## config.mk

```make
export PLATFORM = sky130hd
export DESIGN_NAME = stack_control_fsm
export DESIGN_NICKNAME = d
export VERILOG_FILES = /design/src/rtl/stack_control_fsm.sv
export SDC_FILE = /design/constraint.sdc
export NUM_CORES = 1
export LEC_CHECK = 0
export CAP_MARGIN = 0
export CORE_MARGIN = 2
export CORE_UTILIZATION = 35
export CTS_BUF_LIST = sky130_fd_sc_hd__clkbuf_4 sky130_fd_sc_hd__clkbuf_8
export DETAILED_ROUTE_END_ITERATION = 8
export PLACE_DENSITY = 0.77
export SLEW_MARGIN = 15
export SYNTH_ARGS = -nofsm -noshare
export SYNTH_HDL_FRONTEND = slang
export SYNTH_SLANG_ARGS = --single-unit
```

## constraint.sdc

```tcl
create_clock -name clk -period 1.4 [get_ports clk]
set_input_delay 0.21 -clock clk [delete_from_list [all_inputs] [get_ports clk]]
set_output_delay 0.21 -clock clk [all_outputs]
set_load 0.01 [all_outputs]
```

## src/rtl/stack_control_fsm.sv

```systemverilog
// Multi-cycle control unit for the stack processor: decodes the IR and sequences
// fetch/decode/execute/memory/writeback strobes for the datapath.
module stack_control_fsm #(
    parameter int MEM_LAT      = 1,
    parameter bit FAULT_ON_OVF = 1'b1
) (
    input  logic        clk,
    input  logic        reset,
    input  logic        run,
    input  logic [15:0] ir,
    input  logic        overflow,
    output logic        popAmt,
    output logic [1:0]  ESOp,
    output logic        ESAct,
    output logic        IRwrite,
    output logic        ALUSrcB,
    output logic [1:0]  ALUop,
    output logic [1:0]  PCSrc,
    output logic [2:0]  PushSrc,
    output logic        ShiftSrc,
    output logic        ShamtSrc,
    output logic        regWrite,
    output logic        IorD,
    output logic        wea,
    output logic        PCwrite,
    output logic        BEQCond,
    output logic        BNECond,
    output logic        halted,
    output logic        fault,
    output logic [3:0]  state
);

    typedef enum logic [3:0] {
        S_IDLE   = 4'd0,
        S_FETCH  = 4'd1,
        S_DECODE = 4'd2,
        S_EXEC   = 4'd3,
        S_ADDR   = 4'd4,
        S_MEM_RD = 4'd5,
        S_MEM_WR = 4'd6,
        S_WB     = 4'd7,
        S_HALT   = 4'd8,
        S_FAULT  = 4'd9
    } state_t;

    localparam logic [3:0] OP_HALT  = 4'h0;
    localparam logic [3:0] OP_PUSHI = 4'h1;
    localparam logic [3:0] OP_ADD   = 4'h2;
    localparam logic [3:0] OP_SUB   = 4'h3;
    localparam logic [3:0] OP_AND   = 4'h4;
    localparam logic [3:0] OP_OR    = 4'h5;
    localparam logic [3:0] OP_ADDI  = 4'h6;
    localparam logic [3:0] OP_SHIFT = 4'h7;
    localparam logic [3:0] OP_LOAD  = 4'h8;
    localparam logic [3:0] OP_STORE = 4'h9;
    localparam logic [3:0] OP_BEQ   = 4'hA;
    localparam logic [3:0] OP_BNE   = 4'hB;
    localparam logic [3:0] OP_JUMP  = 4'hC;
    localparam logic [3:0] OP_JR    = 4'hD;
    localparam logic [3:0] OP_POP   = 4'hE;

    localparam logic [1:0] LAT_LAST = 2'(MEM_LAT - 1);

    state_t     state_q, state_d;
    logic [1:0] cnt_q, cnt_d;
    logic [3:0] opcode;
    logic       is_alu2;
    logic       ir_unused;

    assign opcode    = ir[15:12];
    assign is_alu2   = (opcode == OP_ADD) || (opcode == OP_SUB) ||
                       (opcode == OP_AND) || (opcode == OP_OR);
    assign ir_unused = ^ir[9:0];

    always_comb begin
        state_d = state_q;
        cnt_d   = cnt_q;
        case (state_q)
            S_IDLE:   if (run) state_d = S_FETCH;
            S_FETCH:  state_d = S_DECODE;
            S_DECODE: begin
                case (opcode)
                    OP_HALT:           state_d = S_HALT;
                    OP_LOAD, OP_STORE: state_d = S_ADDR;
                    4'hF:              state_d = S_FAULT;
                    default:           state_d = S_EXEC;
                endcase
            end
            S_EXEC: begin
                case (opcode)
                    OP_ADD, OP_SUB, OP_ADDI:
                        state_d = (FAULT_ON_OVF && overflow) ? S_FAULT : S_WB;
                    OP_AND, OP_OR, OP_SHIFT:
                        state_d = S_WB;
                    default:
                        state_d = S_FETCH;
                endcase
            end
            S_ADDR: begin
                cnt_d   = '0;
                state_d = (opcode == OP_LOAD) ? S_MEM_RD : S_MEM_WR;
            end
            // Counter runs from 0 on MEM_RD entry; last wait cycle is MEM_LAT-1.
            S_MEM_RD: begin
                cnt_d = cnt_q + 2'd1;
                if (cnt_q == LAT_LAST) state_d = S_WB;
            end
            S_MEM_WR: state_d = S_FETCH;
            S_WB:     state_d = S_FETCH;
            S_HALT:   state_d = S_HALT;
            S_FAULT:  state_d = S_FAULT;
            default:  state_d = S_IDLE;
        endcase
    end

    always_ff @(posedge clk or negedge reset) begin
        if (!reset) begin
            state_q <= S_IDLE;
            cnt_q   <= '0;
        end else begin
            state_q <= state_d;
            cnt_q   <= cnt_d;
        end
    end

    always_comb begin
        popAmt   = 1'b0;
        ESOp     = 2'b00;
        ESAct    = 1'b0;
        IRwrite  = 1'b0;
        ALUSrcB  = 1'b0;
        ALUop    = 2'b00;
        PCSrc    = 2'b00;
        PushSrc  = 3'b000;
        ShiftSrc = 1'b0;
        ShamtSrc = 1'b0;
        regWrite = 1'b0;
        IorD     = 1'b0;
        wea      = 1'b0;
        PCwrite  = 1'b0;
        BEQCond  = 1'b0;
        BNECond  = 1'b0;
        halted   = 1'b0;
        fault    = 1'b0;
        case (state_q)
            S_FETCH: begin
                IRwrite = 1'b1;
                PCwrite = 1'b1;
            end
            S_EXEC: begin
                if (is_alu2) ALUop = 2'(opcode - 4'd2);
                case (opcode)
                    OP_PUSHI: begin
                        PushSrc  = 3'b010;
                        regWrite = 1'b1;
                        ESAct    = 1'b1;
                        ESOp     = 2'b01;
                    end
                    OP_ADDI:  ALUSrcB = 1'b1;
                    OP_SHIFT: begin
                        ShiftSrc = ir[11];
                        ShamtSrc = ir[10];
                    end
                    OP_BEQ, OP_BNE: begin
                        ALUop   = 2'b01;
                        PCSrc   = 2'b11;
                        BEQCond = (opcode == OP_BEQ);
                        BNECond = (opcode == OP_BNE);
                        ESAct   = 1'b1;
                        ESOp    = 2'b10;
                        popAmt  = 1'b1;
                    end
                    OP_JUMP: begin
                        PCSrc   = 2'b01;
                        PCwrite = 1'b1;
                    end
                    OP_JR: begin
                        PCSrc   = 2'b10;
                        PCwrite = 1'b1;
                        ESAct   = 1'b1;
                        ESOp    = 2'b10;
                    end
                    OP_POP: begin
                        ESAct = 1'b1;
                        ESOp  = 2'b10;
                    end
                    default: ;
                endcase
            end
            S_ADDR: ALUSrcB = 1'b1;
            S_MEM_RD: begin
                IorD    = 1'b1;
                ALUSrcB = 1'b1;
            end
            S_MEM_WR: begin
                IorD   = 1'b1;
                wea    = 1'b1;
                ESAct  = 1'b1;
                ESOp   = 2'b10;
                popAmt = 1'b1;
            end
            // ALU/shifter inputs stay selected so the pushed value is stable.
            S_WB: begin
                regWrite = 1'b1;
                ESAct    = 1'b1;
                ESOp     = 2'b11;
                if (is_alu2) begin
                    ALUop  = 2'(opcode - 4'd2);
                    popAmt = 1'b1;
                end
                case (opcode)
                    OP_ADDI:  ALUSrcB = 1'b1;
                    OP_SHIFT: begin
                        PushSrc  = 3'b011;
                        ShiftSrc = ir[11];
                        ShamtSrc = ir[10];
                        popAmt   = ir[10];
                    end
                    OP_LOAD:  PushSrc = 3'b001;
                    default: ;
                endcase
            end
            S_HALT:  halted = 1'b1;
            S_FAULT: begin
                halted = 1'b1;
                fault  = 1'b1;
            end
            default: ;
        endcase
    end

    assign state = state_q;

endmodule
```

==> results of run 1 <==
==> kinds of logic after synthesis <==
logic type      Yosys count  share of synthesized area
flops                     6                      0.186
compound gates           33                      0.267
buf+inv                  18                      0.101
fa+ha+maj                 1                     0.0155
other cells               1                    0.00465
xor+xnor                  2                     0.0217
simple gates             66                      0.405
==> what timing repair did <==
| item | CTS |
|---|---|
| setup buffers | 26 |
| pin swaps | 27 |
| cloned | 1 |
| endpoints found under the setup margin | 30 |
| resized for setup | 186 |
==> per-stage QoR <==
step	std cells	setup WS, ns	instance area, um2	TNS, ns	utilization
after floorplan	127	-0.0709	865	-0.148	-
after global placement	216	-0.852	1460	-15.88	0.666
after detailed placement	216	-0.902	1460	-17.39	0.666
after CTS	246	-0.350	1910	-5.22	0.870
==> impl_metrics.csv, run 1 <==
group,metric,value,unit
die,initial_utilization,0.368,
clock_network,cts_buffers,3,
synthesis,yosys_warnings,0,
synthesis,synth_seq_cells,6,
synthesis,netlist.area_leader.share,0.186,
die,num_rows,17,
synthesis,yosysSeqAreaShare,0.186,
timing,worst-ep-kind,"top-level output",
run_status,error,"[ERROR DPL-0033] detailed placement checks failed during check placement.",
synthesis,synth_area_leaders,"dfrtp_1, nor2_1, nand2_1",
placed_design,gp_congestion,0.915,
die,die_w,52.0,um
synthesis,yosysUniqueCellTypes,36,
timing,crit_endpoint,"PushSrc[1]",
clock_network,htree_levels,1,
die,die_h,52.0,um
run_status,stop_stage,"global routing",
synthesis,synth_largest_area_cell,"dfrtp_1",
global_route,grt_start_max_net_pins,17,
synthesis,synth.cells.most_frequent,"nor2_1, nand2_1, nand3_1, o21ai_0, inv_1",
synthesis,syn_area_per_cell,6.35,um2
synthesis,synth_nets,148,
placed_design,dp_hpwl,2330,um
synthesis,yosysMostFrequentCell,"nor2_1",
synthesis,synth_flop_cell,"dfrtp_1",
die,pin_count,47,
global_route,antenna_found_initial,0,
clock_network,cts-root-buf,"clkbuf_4",
clock_network,hold_buffers,0,
placed_design,port_buffers,35,
synthesis,synth_edf_count,0,
run_status,status,"aborted with a tool error",
clock_network,clock_path_buffers,2,
synthesis,synth_area,807,um2
synthesis,async_reset_ff_frac,1.00,
clock_network,cts.sinks,6,
synthesis,syn_inst,127,
==> inputs of run 2 (changes only) <==
- CORE_UTILIZATION: 35 -> 20
- CTS_BUF_LIST: sky130_fd_sc_hd__clkbuf_4 sky130_fd_sc_hd__clkbuf_8 -> not set
- PLACE_DENSITY: 0.77 -> not set
- PLACE_DENSITY_LB_ADDON: not set -> 0.15
- clock period: 1.4 -> 1.8 ns (I/O delays scaled with it)
==> run 2 against run 1 <==
Synthesized area unchanged; synthesized cell count unchanged; the flow now finishes without violations.
==> impl_metrics.csv, run 2 <==
group,metric,value,unit
run_status,status,"completed",
detailed_routing,vias,1210,
clock_network,htree_levels,1,
die,initial_utilization,0.205,
synthesis,synth_edf_count,0,
synthesis,synth_largest_area_cell,"dfrtp_1",
timing,finalHoldViolCount,0,
synthesis,syn_inst,127,
die,die_h,67.5,um
synthesis,synth_seq_cells,6,
pwr,p_comb_frac,0.791,
worst_setup_path,cp-end-kind,"output port",
worst_setup_path,cp-start-kind,"flop",
synthesis,netlist.area_leader.share,0.186,
placed_design,gp_congestion,0.774,
clock_network,clock_latency,0.23,ns
final_layout,n_antenna_cell,0,
worst_setup_path,critPathArrivalTime,1.52,ns
worst_setup_path,cpLargestDelayFamily,"simple AND/OR/NAND/NOR gates",
worst_setup_path,critical_path_required,1.53,ns
worst_setup_path,path_class,"reg2out",
global_route,grt_pass1_vias,1143,
pwr,finalPower,2.16,mW
timing,fin_skew,0.00604,ns
clock_network,cts.sinks,6,
detailed_routing,drc,0,
synthesis,async_reset_ff_frac,1.00,
timing,fin_crit,1.79,ns
worst_setup_path,startpoint,"state[2]",
synthesis,synth_nets,148,
final_layout,ff_latch_area,150,um2
worst_setup_path,crit_buf_inv,2,
final_layout,layout.nets,226,
worst_setup_path,crit_fanout,10,
detailed_routing,dr.pass1.iters,4,
detailed_routing,wl,3420,um
timing,whs,0.289,ns
flow_run,drv_cap,0,
clock_network,clk_pin_slew,0.04,ns
final_layout,multiInputGateArea,669,um2
synthesis,yosysSeqAreaShare,0.186,
pwr,power_per_cell_area,1360,mW/mm2
global_route,grt_start_max_net_pins,16,
clock_network,hold_buffers,0,
worst_setup_path,slowest_delay,0.37,ns
timing,period_share,0.993,
die,pin_count,47,
final_layout,largest_reg_flops,4,
detailed_routing,postRouteAntennaNets,0,
synthesis,yosysMostFrequentCell,"nor2_1",
die,num_rows,23,
die,die_area,0.00456,mm2
detailed_routing,wl_per_cell,13.5,um
final_layout,mostFrequentLayoutCell,"buf_4",
timing,maxSlewViolCount,0,
pwr,worst_ir_drop_vdd,0.331,mV
synthesis,syn_area_per_cell,6.35,um2
die,die_w,67.5,um
synthesis,synth_area,807,um2
pwr,power.share.switching,0.435,
placed_design,dp_hpwl,2530,um
final_layout,fin_util,0.402,
synthesis,yosys_warnings,0,
global_route,grt_usage,0.162,
worst_hold_path,hold_path.class,"in2async",
timing,setup_viol,0,
worst_setup_path,cp_cell_sequence,"buf_6, nor2b_2, nand2_2, nor2_1, dlygate4sd2_1",
final_layout,synthToLayoutAreaGrowth,96.4,%
pwr,internal_power,1.22,mW
final_layout,fillers,413,
pwr,clkPwrFrac,0.095,
global_route,antenna_found_initial,0,
pwr,leakage,0.773,nW
synthesis,yosysUniqueCellTypes,36,
final_layout,final_cell_mix,"buf_4, buf_2, nor2_1, nand2_1",
worst_setup_path,cp_slowest_cell,"dfrtp_1",
placed_design,port_buffers,35,
pwr,p_sw,0.939,mW
global_route,grt_pass1_wl,5490,um
timing,clock.fmax,0.560,GHz
pwr,power_frac_seq,0.114,
detailed_routing,drtIter0Drc,47,
detailed_routing,vias_per_cell,4.78,
worst_setup_path,r2r_start,"state[0]",
clock_network,cts_buffers,3,
synthesis,synth_flop_cell,"dfrtp_1",
clock_network,cts-root-buf,"clkbuf_8",
die,core-area,0.00394,mm2
global_route,grt.overflow.total,0,
final_layout,drive_above_1_share,0.453,
clock_network,clock_path_buffers,2,
timing,rsz0062_at_grt,"true",
clock_network,cts_tree,"done",
synthesis,synth_area_leaders,"dfrtp_1, nor2_1, nand2_1",
synthesis,synth.cells.most_frequent,"nor2_1, nand2_1, nand3_1, o21ai_0, inv_1",
## run 2: cell counts after synthesis
Identical to the previous run, type by type.
## run 2: what timing repair did
action | CTS | global route
pin swaps | 9 | 5
endpoints found under the setup margin | 22 | 21
gates resized for setup | 107 | 12
buffers inserted | 5 | 6
## run 2: stage by stage
stage               TNS, ns  worst slack (ns)  area [um2]  instances
finish                    0            0.0129        1590        253
global route         -0.248           -0.0698        1590        253
floorplan                 0            0.0145         807        127
detailed placement    -9.46            -0.700        1450        240
CTS                 -0.0217           -0.0125        1520        248
global placement      -9.22            -0.773        1450        240
## run 2: metal layers
layer | GRT usage | wire, um | vias up
met1 | 0.196 | 1520 | 577
met4 | 0.0536 | 34 | 0
met2 | 0.294 | 1720 | 31
li1 | - | - | 598
met5 | 0 | 0 | -
met3 | 0.0167 | 143 | 4
## run 2: final cells by class
type / count / share of cell area
clock buffers: 3 / 0.0260
repair buffers: 83 / 0.399
flip-flops and latches: 6 / 0.0947
well taps: 50 / 0.0395
inverters: 8 / 0.0189
multi-input cells: 103 / 0.422
## run 2: logic make-up (layout without fill, tap and decap cells)
| group | Yosys count | after routing | synth area share |
|---|---|---|---|
| AO/OA/AOI/OAI | 33 | 33 | 0.267 |
| adder cells (fa/ha/maj) | 1 | 1 | 0.0155 |
| AND/OR/NAND/NOR | 66 | 66 | 0.405 |
| XOR/XNOR | 2 | 2 | 0.0217 |
| buffers and inverters | 18 | 94 | 0.101 |
| other | 1 | 1 | 0.00465 |
| flip-flops | 6 | 6 | 0.186 |
## run 2: final timing paths
| kind | to | slack, ns | depth (start not counted) |
|---|---|---|---|
| worst min-delay path | cnt_q[1] | 0.29 | 1 |
| max in group asynchronous | state[2] | 1.28 | 1 |
| min in group clk | cnt_q[0] | 0.48 | 2 |
| worst max-delay path | wea | 0.01 | 5 |
| worst min register to register | cnt_q[0] | 0.48 | 2 |
| worst max register to register | state[1] | 0.10 | 6 |
## run 2: power groups by stage
| stage | clock [mW] | sequential [mW] | combinational, mW |
|---|---|---|---|
| 2_1_floorplan | 0 | 0.264 | 0.663 |
| 3_3_place_gp | 0 | 0.241 | 1.47 |
| 3_5_place_dp | 0 | 0.238 | 1.48 |
| 4_1_cts | 0.211 | 0.248 | 1.57 |
| 5_1_grt | 0.217 | 0.253 | 1.88 |
| 6_report | 0.206 | 0.246 | 1.71 |
Note: power is estimated with default switching activity, not from simulation.
==> inputs of run 3 (changes only) <==
- CORE_AREA: not set -> 2 2 63 65
- CORE_MARGIN: 2 -> not set
- CORE_UTILIZATION: 20 -> not set
- DIE_AREA: not set -> 0 0 65 67
==> run 3 against run 2 <==
The flow now finishes with violations (setup timing); highest routed layer unchanged; fmax is 3.6% lower; wire length is 2.8% lower; combinational power is 2% lower; design area is 2.0% higher; utilization is 4.6 points higher; critical path depth is 1 lower; clock skew is 0.0053 ns lower; setup slack worse by 0.066 ns; worst hold slack better by 0.0073 ns; via count is 1.7% higher; largest power group unchanged; clock power is 3% lower; die area is 4.5% lower.
==> impl_metrics.csv, run 3 (synthesis results as in run 2) <==
group,metric,value,unit
run_status,status,"complete, but fails checks",
run_status,violations,"setup timing",
flow_run,drv_cap,0,
timing,fin_skew,0.000731,ns
timing,fin_crit,1.85,ns
die,core-area,0.00361,mm2
placed_design,placedCellCount,233,
global_route,grt.overflow.total,0,
final_layout,layout.nets,228,
worst_setup_path,path_class,"reg2out",
worst_setup_path,critical_path_required,1.53,ns
global_route,grt_usage,0.161,
die,die_area,0.00436,mm2
die,die_h,67,um
final_layout,fillers,395,
detailed_routing,drc,0,
timing,setup_viol,1,
timing,fin_setup_tns,-0.0529,ns
pwr,worst_ir_drop_vdd,0.484,mV
pwr,finalPower,2.11,mW
clock_network,cts.sinks,6,
clock_network,cts-root-buf,"clkbuf_8",
worst_setup_path,cp_slowest_cell,"dfrtp_1",
worst_setup_path,crit_fanout,2,
timing,period_share,1.03,
clock_network,htree_levels,1,
detailed_routing,wl_per_cell,13.1,um
die,initial_utilization,0.224,
final_layout,largest_reg_flops,4,
final_layout,drive_above_1_share,0.429,
worst_setup_path,reg2reg_depth,7,
detailed_routing,vias_per_cell,4.86,
clock_network,clock_latency,0.22,ns
worst_setup_path,slowest_delay,0.40,ns
pwr,power_per_cell_area,1310,mW/mm2
die,die_w,65,um
final_layout,fin_util,0.448,
timing,clock.fmax,0.540,GHz
final_layout,synthToLayoutAreaGrowth,100,%
detailed_routing,vias,1230,
final_layout,mostFrequentLayoutCell,"buf_4",
clock_network,hold_buffers,0,
worst_setup_path,cp_cell_sequence,"buf_6, or3_4, a2111oi_4, buf_2",
placed_design,gp_congestion,0.876,
worst_setup_path,reg2reg_slack,0.14,ns
die,pin_count,47,
global_route,antenna_found_initial,0,
worst_setup_path,cp-end-kind,"output port",
worst_setup_path,crit_end,"PushSrc[1]",
global_route,grt_pass1_wl,5580,um
detailed_routing,drtIter0Drc,36,
worst_setup_path,cp-start-kind,"flop",
pwr,leakage,0.797,nW
timing,finalHoldViolCount,0,
worst_setup_path,critPathArrivalTime,1.58,ns
worst_setup_path,r2r_start,"state[1]",
detailed_routing,wl,3320,um
placed_design,dp_hpwl,2440,um
timing,rsz0062_at_grt,"true",
detailed_routing,dr.pass1.iters,4,
final_layout,final_cell_mix,"buf_4, nor2_1, buf_2, nand2_1",
clock_network,cts_tree,"done",
worst_setup_path,r2r_end,"state[1]",
clock_network,cts_buffers,3,
detailed_routing,postRouteAntennaNets,0,
clock_network,clk_pin_slew,0.04,ns
placed_design,port_buffers,35,
timing,maxSlewViolCount,0,
timing,worst_slack,-0.0529,ns
final_layout,stdcell_count,253,
placed_design,place_ws,-0.774,ns
clock_network,clock_path_buffers,2,
worst_setup_path,startpoint,"state[2]",
final_layout,n_antenna_cell,0,
die,num_rows,22,
worst_hold_path,hold_path.class,"in2async",
global_route,grt_pass1_vias,1257,
global_route,grt_start_max_net_pins,13,
## run 3: through the flow
stage	hold WS [ns]	area [um2]
floorplan	-0.0256	807
global placement	0.469	1410
detailed placement	0.479	1410
CTS	0.304	1590
global route	0.321	1620
finish	0.297	1620
## run 3: power breakdown
part           internal (mW)  switching, mW  total, mW  leakage, nW
clock network          0.144         0.0560      0.200       0.0216
logic                  0.860          0.810       1.67        0.698
registers              0.198         0.0422      0.241       0.0773
total                   1.20          0.908       2.11        0.797
## run 3: per-layer routing
layer / wire, um / vias up / global-route usage / part of all wire
met2: 1610 / 46 / 0.284 / 0.48
met1: 1460 / 573 / 0.193 / 0.44
met3: 176 / 8 / 0.0220 / 0.053
li1: - / 603 / - / -
met5: 0 / - / 0 / 0
met4: 74 / 0 / 0.0745 / 0.022
## run 3: worst max-delay path, delay by kind of cell, from the launching register on
kind | cells | cell delay (ns)
AO/OA/AOI/OAI | 1 | 0.31
buffers and inverters | 2 | 0.32
flip-flops | 1 | 0.40
AND/OR/NAND/NOR | 1 | 0.33
## run 3: how the worst min path moves through the flow
stage             start  endpoint  slack, ns  cells past startpoint
5_1_grt           reset  state[2]       0.32                      1
2_1_floorplan     reset  cnt_q[0]      -0.03                      0
6_report          reset  cnt_q[1]       0.30                      1
3_5_place_dp   cnt_q[1]  cnt_q[1]       0.48                      2
4_1_cts           reset  cnt_q[1]       0.30                      1
3_3_place_gp   cnt_q[0]  cnt_q[0]       0.47                      2
## run 3: what timing repair did
action | in CTS | in global routing
resized for setup | 82 | 25
buffers inserted | 15 | 2
pin swaps | 4 | 6
setup endpoints to repair | 23 | 14
## run 3: cell type report
cell class                 count  area (um2)  area share
inverter                       8        30.0      0.0186
sequential                     6         150      0.0929
timing repair buffer          85         672       0.416
clock buffer                   3        41.3      0.0255
multi-input combinational    103         663       0.410
tap                           48        60.1      0.0372
==> inputs of run 4 (changes only) <==
- CAP_MARGIN: 0 -> not set
==> results of run 4 <==
No change in the layout: final DEF, timing and power equal those of run 3.
